**src/rtl/rx_ts_os_decoder.sv**
```systemverilog
// ---------------------------------------------------------------------------
// rx_ts_os_decoder
//
// Per-lane receive decoder for TS1/TS2 training ordered sets. It takes 32-bit
// PIPE receive words (four symbols per pclk, with COM always in symbol 0),
// checks the 16-symbol set word by word, and reports the decoded fields. It
// also keeps a running count of consecutive identical sets for the LTSSM.
//
// Ports:
//   pclk            PIPE clock; every register updates on its rising edge
//   reset           synchronous, active-high reset
//   RxData[31:0]    received symbols, symbol 0 in [7:0], symbol 3 in [31:24]
//   RxDataK[3:0]    K flag per symbol, bit n belongs to symbol n
//   RxValid         receive word valid
//   RxStatus[2:0]   PIPE receive status for this lane
//   clear_count     LTSSM state-change pulse; clears the consecutive count
//   os_valid        one-cycle pulse per correctly decoded TS
//   os_type         0 = TS1, 1 = TS2
//   os_link_num     link number field (8'hF7 when PAD)
//   os_link_pad     link number field was the PAD K symbol
//   os_lane_num     lane number field (8'hF7 when PAD)
//   os_lane_pad     lane number field was the PAD K symbol
//   os_nfts         N_FTS field
//   os_rate_id      data rate identifier field
//   os_train_ctl    training control field
//   consec_count    consecutive identical TS count, saturating at 15
//   ts1_target_met  count reached CONSEC_TARGET and the last set was TS1
//   ts2_target_met  count reached CONSEC_TARGET and the last set was TS2
// ---------------------------------------------------------------------------
module rx_ts_os_decoder #(
    parameter int         CONSEC_TARGET = 8,
    parameter logic [7:0] TS1_ID        = 8'h4A,
    parameter logic [7:0] TS2_ID        = 8'h45
) (
    input  logic        pclk,
    input  logic        reset,
    input  logic [31:0] RxData,
    input  logic [3:0]  RxDataK,
    input  logic        RxValid,
    input  logic [2:0]  RxStatus,
    input  logic        clear_count,
    output logic        os_valid,
    output logic        os_type,
    output logic [7:0]  os_link_num,
    output logic        os_link_pad,
    output logic [7:0]  os_lane_num,
    output logic        os_lane_pad,
    output logic [7:0]  os_nfts,
    output logic [7:0]  os_rate_id,
    output logic [7:0]  os_train_ctl,
    output logic [3:0]  consec_count,
    output logic        ts1_target_met,
    output logic        ts2_target_met
);

    localparam logic [7:0] COM_SYM = 8'hBC;
    localparam logic [7:0] PAD_SYM = 8'hF7;
    localparam logic [3:0] TARGET  = 4'(CONSEC_TARGET);

    typedef enum logic [1:0] {
        HUNT,
        S1,
        S2,
        S3
    } state_t;

    state_t r_state;
    state_t w_nextState;

    // Per-symbol views of the incoming word.
    logic [7:0] w_sym0;
    logic [7:0] w_sym1;
    logic [7:0] w_sym2;
    logic [7:0] w_sym3;

    logic       w_good;
    logic       w_com0;
    logic       w_linkOk;
    logic       w_laneOk;
    logic       w_w0Ok;
    logic       w_idKnown;
    logic       w_w1Ok;
    logic       w_idOk;

    logic       w_latchW0;
    logic       w_latchW1;
    logic       w_complete;
    logic       w_abort;

    logic       w_match;
    logic [3:0] w_incCount;
    logic [3:0] w_newCount;

    // Fields of the set currently being assembled.
    logic [7:0] r_curLink;
    logic       r_curLinkPad;
    logic [7:0] r_curLane;
    logic       r_curLanePad;
    logic [7:0] r_curNfts;
    logic [7:0] r_curRate;
    logic [7:0] r_curTrain;
    logic [7:0] r_curId;
    logic       r_curType;

    // Registered outputs. The last completed set's fields double as the
    // "previous TS" record; r_prevValid says whether that record may be used.
    logic       r_osValid;
    logic       r_osType;
    logic [7:0] r_osLink;
    logic       r_osLinkPad;
    logic [7:0] r_osLane;
    logic       r_osLanePad;
    logic [7:0] r_osNfts;
    logic [7:0] r_osRate;
    logic [7:0] r_osTrain;
    logic [3:0] r_count;
    logic       r_prevValid;
    logic       r_ts1Met;
    logic       r_ts2Met;

    assign w_sym0 = RxData[7:0];
    assign w_sym1 = RxData[15:8];
    assign w_sym2 = RxData[23:16];
    assign w_sym3 = RxData[31:24];

    // A word is usable only when valid and free of decode, underflow and
    // disparity errors.
    assign w_good = RxValid &&
                    (RxStatus != 3'b100) &&
                    (RxStatus != 3'b110) &&
                    (RxStatus != 3'b111);

    assign w_com0 = RxDataK[0] && (w_sym0 == COM_SYM);

    // Link and lane may only be a K symbol when that symbol is PAD.
    assign w_linkOk = !RxDataK[1] || (w_sym1 == PAD_SYM);
    assign w_laneOk = !RxDataK[2] || (w_sym2 == PAD_SYM);
    assign w_w0Ok   = w_com0 && w_linkOk && w_laneOk && !RxDataK[3];

    // Symbol 6 picks the set type; symbol 7 must repeat it.
    assign w_idKnown = (w_sym2 == TS1_ID) || (w_sym2 == TS2_ID);
    assign w_w1Ok    = (RxDataK == 4'b0000) && w_idKnown && (w_sym3 == w_sym2);

    // W2 and W3 are four copies of the identifier latched from W1.
    assign w_idOk = (RxDataK == 4'b0000) &&
                    (w_sym0 == r_curId) && (w_sym1 == r_curId) &&
                    (w_sym2 == r_curId) && (w_sym3 == r_curId);

    // Comparison of the completing set against the previous record; N_FTS,
    // rate and training control are deliberately left out.
    assign w_match = r_prevValid &&
                     (r_curType    == r_osType)    &&
                     (r_curLink    == r_osLink)    &&
                     (r_curLinkPad == r_osLinkPad) &&
                     (r_curLane    == r_osLane)    &&
                     (r_curLanePad == r_osLanePad);

    assign w_incCount = (r_count == 4'd15) ? 4'd15 : (r_count + 4'd1);
    assign w_newCount = w_match ? w_incCount : 4'd1;

    // State register for the word-by-word ordered-set tracker.
    always_ff @(posedge pclk) begin
        if (reset) begin
            r_state <= HUNT;
        end else begin
            r_state <= w_nextState;
        end
    end

    // Next-state logic. Besides choosing the next state this raises the
    // strobes that tell the datapath to latch W0/W1 fields, to finish a set,
    // or to drop the partial set. A COM in symbol 0 while mid-set aborts the
    // old set but is also taken as the W0 of a new one.
    always_comb begin
        w_nextState = r_state;
        w_latchW0   = 1'b0;
        w_latchW1   = 1'b0;
        w_complete  = 1'b0;
        w_abort     = 1'b0;

        case (r_state)
            HUNT: begin
                if (w_good && w_w0Ok) begin
                    w_nextState = S1;
                    w_latchW0   = 1'b1;
                end
            end

            S1, S2, S3: begin
                if (!w_good) begin
                    w_nextState = HUNT;
                    w_abort     = 1'b1;
                end else if (w_com0) begin
                    w_abort = 1'b1;
                    if (w_w0Ok) begin
                        w_nextState = S1;
                        w_latchW0   = 1'b1;
                    end else begin
                        w_nextState = HUNT;
                    end
                end else if (r_state == S1) begin
                    if (w_w1Ok) begin
                        w_nextState = S2;
                        w_latchW1   = 1'b1;
                    end else begin
                        w_nextState = HUNT;
                        w_abort     = 1'b1;
                    end
                end else if (w_idOk) begin
                    if (r_state == S2) begin
                        w_nextState = S3;
                    end else begin
                        w_nextState = HUNT;
                        w_complete  = 1'b1;
                    end
                end else begin
                    w_nextState = HUNT;
                    w_abort     = 1'b1;
                end
            end

            default: begin
                w_nextState = HUNT;
            end
        endcase
    end

    // Capture the fields of the set in flight as its W0 and W1 arrive.
    always_ff @(posedge pclk) begin
        if (reset) begin
            r_curLink    <= 8'h00;
            r_curLinkPad <= 1'b0;
            r_curLane    <= 8'h00;
            r_curLanePad <= 1'b0;
            r_curNfts    <= 8'h00;
            r_curRate    <= 8'h00;
            r_curTrain   <= 8'h00;
            r_curId      <= 8'h00;
            r_curType    <= 1'b0;
        end else begin
            if (w_latchW0) begin
                r_curLink    <= w_sym1;
                r_curLinkPad <= RxDataK[1];
                r_curLane    <= w_sym2;
                r_curLanePad <= RxDataK[2];
                r_curNfts    <= w_sym3;
            end
            if (w_latchW1) begin
                r_curRate  <= w_sym0;
                r_curTrain <= w_sym1;
                r_curId    <= w_sym2;
                r_curType  <= (w_sym2 == TS2_ID);
            end
        end
    end

    // Output fields, completion pulse and consecutive counter. clear_count
    // wins over a same-cycle completion: the pulse and fields still go out,
    // but the count stays at zero and the record stays invalid.
    always_ff @(posedge pclk) begin
        if (reset) begin
            r_osValid   <= 1'b0;
            r_osType    <= 1'b0;
            r_osLink    <= 8'h00;
            r_osLinkPad <= 1'b0;
            r_osLane    <= 8'h00;
            r_osLanePad <= 1'b0;
            r_osNfts    <= 8'h00;
            r_osRate    <= 8'h00;
            r_osTrain   <= 8'h00;
            r_count     <= 4'd0;
            r_prevValid <= 1'b0;
            r_ts1Met    <= 1'b0;
            r_ts2Met    <= 1'b0;
        end else begin
            r_osValid <= w_complete;

            if (w_complete) begin
                r_osType    <= r_curType;
                r_osLink    <= r_curLink;
                r_osLinkPad <= r_curLinkPad;
                r_osLane    <= r_curLane;
                r_osLanePad <= r_curLanePad;
                r_osNfts    <= r_curNfts;
                r_osRate    <= r_curRate;
                r_osTrain   <= r_curTrain;
            end

            if (clear_count || w_abort) begin
                r_count     <= 4'd0;
                r_prevValid <= 1'b0;
                r_ts1Met    <= 1'b0;
                r_ts2Met    <= 1'b0;
            end else if (w_complete) begin
                r_count     <= w_newCount;
                r_prevValid <= 1'b1;
                r_ts1Met    <= (w_newCount >= TARGET) && !r_curType;
                r_ts2Met    <= (w_newCount >= TARGET) &&  r_curType;
            end
        end
    end

    assign os_valid       = r_osValid;
    assign os_type        = r_osType;
    assign os_link_num    = r_osLink;
    assign os_link_pad    = r_osLinkPad;
    assign os_lane_num    = r_osLane;
    assign os_lane_pad    = r_osLanePad;
    assign os_nfts        = r_osNfts;
    assign os_rate_id     = r_osRate;
    assign os_train_ctl   = r_osTrain;
    assign consec_count   = r_count;
    assign ts1_target_met = r_ts1Met;
    assign ts2_target_met = r_ts2Met;

endmodule
```
**config.mk**
```make
export PLATFORM = sky130hd
export DESIGN_NAME = rx_ts_os_decoder
export DESIGN_NICKNAME = d
export VERILOG_FILES = /design/src/rtl/rx_ts_os_decoder.sv
export SDC_FILE = /design/constraint.sdc
export NUM_CORES = 1
export LEC_CHECK = 0
export BUFFER_PORTS_ARGS = -buffer_cell sky130_fd_sc_hd__buf_2
export CAP_MARGIN = 15
export CORE_MARGIN = 5
export CORE_UTILIZATION = 49
export CTS_CLUSTER_DIAMETER = 150
export DETAILED_ROUTE_END_ITERATION = 6
export PLACE_DENSITY = 0.75
export SYNTH_ARGS = -nofsm -noshare
export SYNTH_HDL_FRONTEND = slang
export SYNTH_SLANG_ARGS = --single-unit
export TNS_END_PERCENT = 30
```
**constraint.sdc**
```tcl
create_clock -name pclk -period 1.6 [get_ports pclk]
set_clock_uncertainty 0.05 [all_clocks]
set_input_delay 0.08 -clock pclk [delete_from_list [all_inputs] [get_ports pclk]]
set_output_delay 0.08 -clock pclk [all_outputs]
set_load 0.01 [all_outputs]
```
**After elaboration in Yosys (flattened, before gate mapping)**

Cells that the tools add are included.

- Muxes and demuxes: 33
- Reduce and logical (&&, ||, !) cells: 33
- Multiply operators: 0
- Bitwise logic cells: 0
- Eq/ne operators: 23
- Order comparisons: 1
- Shifts and indexed selects: 0
- Div/mod/pow operators: 0
- $add $sub $neg: 1

Operators with widths:

| cell | number |
|---|---|
| $eq A8 B8 Y1 | 7 |
| $eq A8 B8 Y1 const B | 3 |
| $mux W1 | 22 |
| $logic_and A1 B1 Y1 | 21 |
| $eq A8 B7 Y1 const B | 2 |
| $mux W2 | 7 |
| $ne A3 B3 Y1 const B | 3 |
| $mux W4 | 2 |
| $add A4 B1 Y4 const B | 1 |
| $eq A2 B2 Y1 const B | 2 |
| $eq A4 B4 Y1 const B | 1 |
| $ge A4 B4 Y1 const B | 1 |
| $logic_not A1 Y1 | 4 |
| $logic_not A4 Y1 | 1 |
| $logic_or A1 B1 Y1 | 4 |
| $pmux W2 S2 | 1 |
| $eq A1 B1 Y1 | 3 |
| $reduce_or A3 Y1 | 1 |
| $eq A2 B1 Y1 const B | 1 |
| $logic_not A2 Y1 | 1 |
| $ne A2 B2 Y1 const B | 1 |
| $pmux W1 S2 | 1 |
| $reduce_or A2 Y1 | 1 |

- Memories kept: 0
- RAM bits: 0
- Logic and storage cells: 114
- Bits in latches: 0
- Bits in read-only memories: 0
- Bits of input ports: 43
- Register bits after elaboration: 104

**Longest topological paths before layout**

- Depth in word-level cells: 12
- Depth in mapped cells: 8

**Worst setup path after synthesis**

No wires, ideal clock.

- Path type: register to register
- Start point: reg r_curId[5]
- End point: reg r_osLane[0], in the netlist os_lane_num[0]
- Required time: 1.422 ns
- Period minus slack after synthesis: 1.766 ns
- Setup time: 0.128 ns
- Data arrival time: 1.588 ns
- Setup slack: -0.166 ns
- Stages on the path, launching flop included: 9
- Cell sequence: dfxtp_1 -> xor2_1 -> a2111oi_0 -> and4bb_1 -> nand3_1 -> buf_6 -> buf_6 -> mux2i_1 -> nor2_1

- Cells in the longest elaborated chain, start to end: 10

RTL lines:

| item | RTL line | text |
|---|---|---|
| from (decl) | 102 | `logic [7:0] r_curId;` |
| from (signal assigned) | 251 | `r_curId <= w_sym2;` |
| $eq A8 B8 Y1 | 146 | `(w_sym0 == r_curId) && (w_sym1 == r_curId) &&` |
| $logic_and A1 B1 Y1 | 145 | `assign w_idOk = (RxDataK == 4'b0000) &&` |
| $logic_and A1 B1 Y1 (2 in a row) | 146 |  |
| $logic_and A1 B1 Y1 (*) | 147 | `(w_sym2 == r_curId) && (w_sym3 == r_curId);` |
| $mux W1 (*) | 209 | `end else if (w_idOk) begin` |
| $mux W1 (*) | 201 | `end else if (r_state == S1) begin` |
| $mux W1 (*) | 193 | `end else if (w_com0) begin` |
| $mux W1 (*) | 190 | `if (!w_good) begin` |
| $mux W1 (*) | 181 | `case (r_state)` |
| to (signal assigned) | 282 | `r_osLane <= r_curLane;` |
| to (decl) | 111 | `logic [7:0] r_osLane;` |

Mark *: on every way between the ends. The rest lies on a longest branch, timed or not.
A chain may end at the register's enable or synchronous reset.

**Worst setup path in the final report**

- Start point: reg r_curId[2]
- End point: reg r_osNfts[6], in the netlist os_nfts[6]

- Cells in the longest elaborated chain, start to end: 10

RTL lines:

| item | RTL line | text |
|---|---|---|
| $eq A8 B8 Y1 | 146 |  |
| $logic_and A1 B1 Y1 | 145 |  |
| $logic_and A1 B1 Y1 (2 in a row) | 146 |  |
| $logic_and A1 B1 Y1 (*) | 147 |  |
| $mux W1 (*) | 209 |  |
| $mux W1 (*) | 201 |  |
| $mux W1 (*) | 193 |  |
| $mux W1 (*) | 190 |  |
| $mux W1 (*) | 181 |  |
| to (signal assigned) | 284 | `r_osNfts <= r_curNfts;` |
| to (decl) | 113 | `logic [7:0] r_osNfts;` |

Marks and branches as above.

==> metrics.log <==
[metrics] run status: finished with violations
[metrics] violations in the final reports: setup timing
[metrics] global route total overflow: 0
[metrics] max-slew violation count: 0
[metrics] cell area after technology mapping: around 4600 µm²
[metrics] number of enable flip-flop cells after synthesis: 0
[metrics] type of the worst setup path: reg -> reg
[metrics] leakage: 3.17 nW
[metrics] Cell Count Post-Placement: between 800 and 900
[metrics] placed cell areas: about 6000 µm²
[metrics] CTS clk-pin slew, worst paths: about 0.10 ns
[metrics] share of layout cells above drive strength 1: 0.371
[metrics] die span in y: between 100 and 150 µm
[metrics] gp weighted congestion: 0.876
[metrics] cell internal pwr: 0.00346 W
[metrics] warning count from the yosys run: 0
[metrics] DRC violation count after routing: 0
[metrics] Cell variety after synth: 48
[metrics] number of global-route vias before repair: 4,522
[metrics] horizontal die dimension: approximately 110 µm
[metrics] Site Rows: 35
[metrics] initial core utilization: 0.501
[metrics] number of nets with antenna violations after routing: 0
[metrics] detailed-routing iteration count for the pre-antenna-repair pass: 5
[metrics] CTS tree: yes
[metrics] worst setup timing slack at the placement stage: -0.448 ns
[metrics] required time of the worst setup path: 1.81 ns
[metrics] top library cells by usage in the layout, fill and taps aside: 99 x nand2_1, 96 x dfxtp_1, 96 x buf_4
[metrics] fraction of the cycle the final worst path needs: 1.22
[metrics] kind of launch point of the worst setup path: flop
[metrics] Max Fanout on Critical Path: 8
[metrics] layout net count: 760
[metrics] Clock power frac: 0.350
[metrics] synthesized net count: between 500 and 600
[metrics] cells taking the most area after synthesis: dfxtp_1 45%, mux2i_1 9.8%, nand2_1 8.1%
[metrics] final hold viol count: 0
[metrics] Final Worst Setup Slack: -0.349 ns
[metrics] CP Capture Type: flop
[metrics] library cell occupying the most area in the post-synthesis netlist: dfxtp_1
[metrics] number of antenna violations at the first check in global routing: 0
[metrics] Max Buffers Root-to-Sink: 2
[metrics] largest net degree at the start of global routing: 71
[metrics] total number of vias: 4,580
[metrics] count of filler cells inserted in the layout: between 700 and 800
[metrics] global-route wire length before repair: between 20,000 and 25,000 µm
[metrics] total routing usage reported by global routing: 0.251
[metrics] sequential-to-total area share from yosys stat: 0.452
[metrics] classification of the worst-slack hold path: in -> reg
[metrics] area occupied by registers: roughly 2100 µm²
[metrics] slew at the pin closest to its max-slew limit: 0.455 ns
[metrics] max-cap viol count: 0
[metrics] TritonCTS Buffers: 9
[metrics] total power density per cell area: 694 nW/µm²
[metrics] # H-tree levels: 3
[metrics] maximum clock frequency: 0.513 GHz
[metrics] shortest clock period the worst path allows after layout: roughly 1.9 ns
[metrics] Routed wire per std cell: 17.2 µm
[metrics] number of instances in the synthesized netlist: 524
[metrics] full die area: 11,400 µm²
[metrics] iteration-0 DRC count of the detailed router: 291
[metrics] insertion delay to the later sink of the worst-skew pair: 0.37 ns
[metrics] proportion of register bits with asynchronous set or reset after synthesis: 0
[metrics] worst slew slack as a fraction of its limit: 0.694
[metrics] total setup violations reported at the end of the flow: 53
[metrics] #FFs+latches synth: about 100
[metrics] Non-Filler Cell Area, Final: ~6600 µm²
[metrics] fin cells: between 800 and 900
[metrics] Ant. Diodes: 0
[metrics] quantity of I/O buffers inserted on ports: 92
[metrics] Area growth, synth to finish: 42.3%
[metrics] detailed placement HPWL: ~10,000 µm
[metrics] net switching fraction of the power: 0.241
[metrics] most frequent standard cell in the layout excluding fill and tap cells: nand2_1
[metrics] mean instance size in the synthesized netlist: 8.79 µm²
[metrics] Root Buffer: clkbuf_8
[metrics] setup repair after global routing missed its margin: yes
[metrics] number of clock sinks seen by CTS: 104
[metrics] final routed wirelength across all metal layers: around 14,000 µm
[metrics] worst vdd rail ir drop: between 0.4 and 0.5 mV
[metrics] core area: a little over 9000 µm²
[metrics] combined area of the multi-input logic cells: between 2000 and 3000 µm²
[metrics] Yosys top cell area share: 0.452
[metrics] switching power of the nets: between 0.001 and 0.0015 W
[metrics] commonest register cell after synthesis: dfxtp_1
[metrics] via density per instance: about 5.5
[metrics] number of top-level design ports: between 90 and 100
[metrics] sequential share of power: 0.566
[metrics] CP Data Arrival Time: between 2 and 2.5 ns
[metrics] part of the total power dissipated in combinational logic: 0.084
layout make-up:
cell class                      count  area share
Timing Repair Buffer              208       0.231
Tap cell                          111      0.0212
Sequential cell                   104       0.321
Multi-Input combinational cell    387       0.397
Clock buffer                       11      0.0200
Inverter                            6     0.00344
Clock inverter                      3     0.00687
per-layer routing:
metal  share of wire  track usage
met5               0            0
met4           0.019       0.0813
met3           0.054       0.0361
met2            0.50        0.423
met1            0.43        0.331
power groups by stage:
stage	Combinational [W]	Sequential, W	Clock (W)
after floorplan	0.0000978	0.00265	0
after global placement	0.000325	0.00265	0
after detailed placement	0.000328	0.00265	0
after CTS	0.000351	0.00259	0.00160
after global routing	0.000404	0.00258	0.00172
final	0.000382	0.00258	0.00159
worst max-delay path, cell delays in order, from the launching register on:
cell and delay [ns]:
dfxtp_4 0.42, and3_4 0.21, o221ai_1 0.13, and4bb_1 0.31
nand3_2 0.13, buf_12 0.19, buf_16 0.15, mux2i_2 0.18
nor2_1 0.06
cell usage after synthesis (3+ instances only):
library cell and n:
dfxtp_1 104, nand2_1 99, nor2_1 55, a21oi_1 54
mux2i_1 45, xor2_1 24, clkbuf_1 15, nor3_1 15
and3_1 11, nor4_1 10, nand3_1 8, o22ai_1 8
buf_6 7, nand4_1 7, inv_1 5, buf_4 4
nor4b_1 4, xnor2_1 4, a31oi_1 3, and2_1 3
nand2b_1 3
cell families (layout without fill, tap and decap cells):
group	count (synthesis)	in the layout	share of synthesized area
and+or+nand+nor	238	238	0.256
DFF	104	104	0.452
AOI/OAI and AO/OA	75	75	0.0964
muxes	45	45	0.0978
buffers and inverters	33	228	0.0418
xor gates and xnor gates	28	28	0.0532
adders and majority gates	1	1	0.00272
sequential cells by signal, summed over array words and instances, names as in the netlist, 2 cells and up:
signal	flops
os_lane_num	8
os_link_num	8
os_nfts	8
os_rate_id	8
os_train_ctl	8
r_curId	8
r_curLane	8
r_curLink	8
r_curNfts	8
r_curRate	8
r_curTrain	8
consec_count	4
r_state	2
timing repair:
action / 4_1_cts / 5_1_grt
gates resized for setup: 25 / 37
setup endpoints to repair: 78 / 77
cloned: 3 / 0
buffers inserted: 2 / 0
hold endpoints to repair: 10 / 0
pin swaps: 9 / 14
hold buffers: 8 / 0
worst paths after layout:
path / from / endpoint / slack (ns) / cells past startpoint
worst max-delay path: r_curId[2] / os_nfts[6] / -0.35 / 8
worst min-delay path: clear_count / consec_count[2] / 0.02 / 4
worst max register to register: r_curId[2] / os_nfts[6] / -0.35 / 8
worst min register to register: r_curNfts[2] / r_curNfts[2] / 0.41 / 2
stage by stage:
step	setup TNS, ns	util	total power, W	hold WS, ns
4_1_cts	-17.53	0.693	0.00454	0.0207
2_1_floorplan	-4.86	-	0.00274	0.170
5_1_grt	-21.86	0.713	0.00470	0.0364
3_5_place_dp	-31.16	0.641	0.00297	0.336
6_report	-15.44	0.713	0.00455	0.0170
3_3_place_gp	-30.82	0.641	0.00297	0.320
Power figures use the tool's default switching activity.
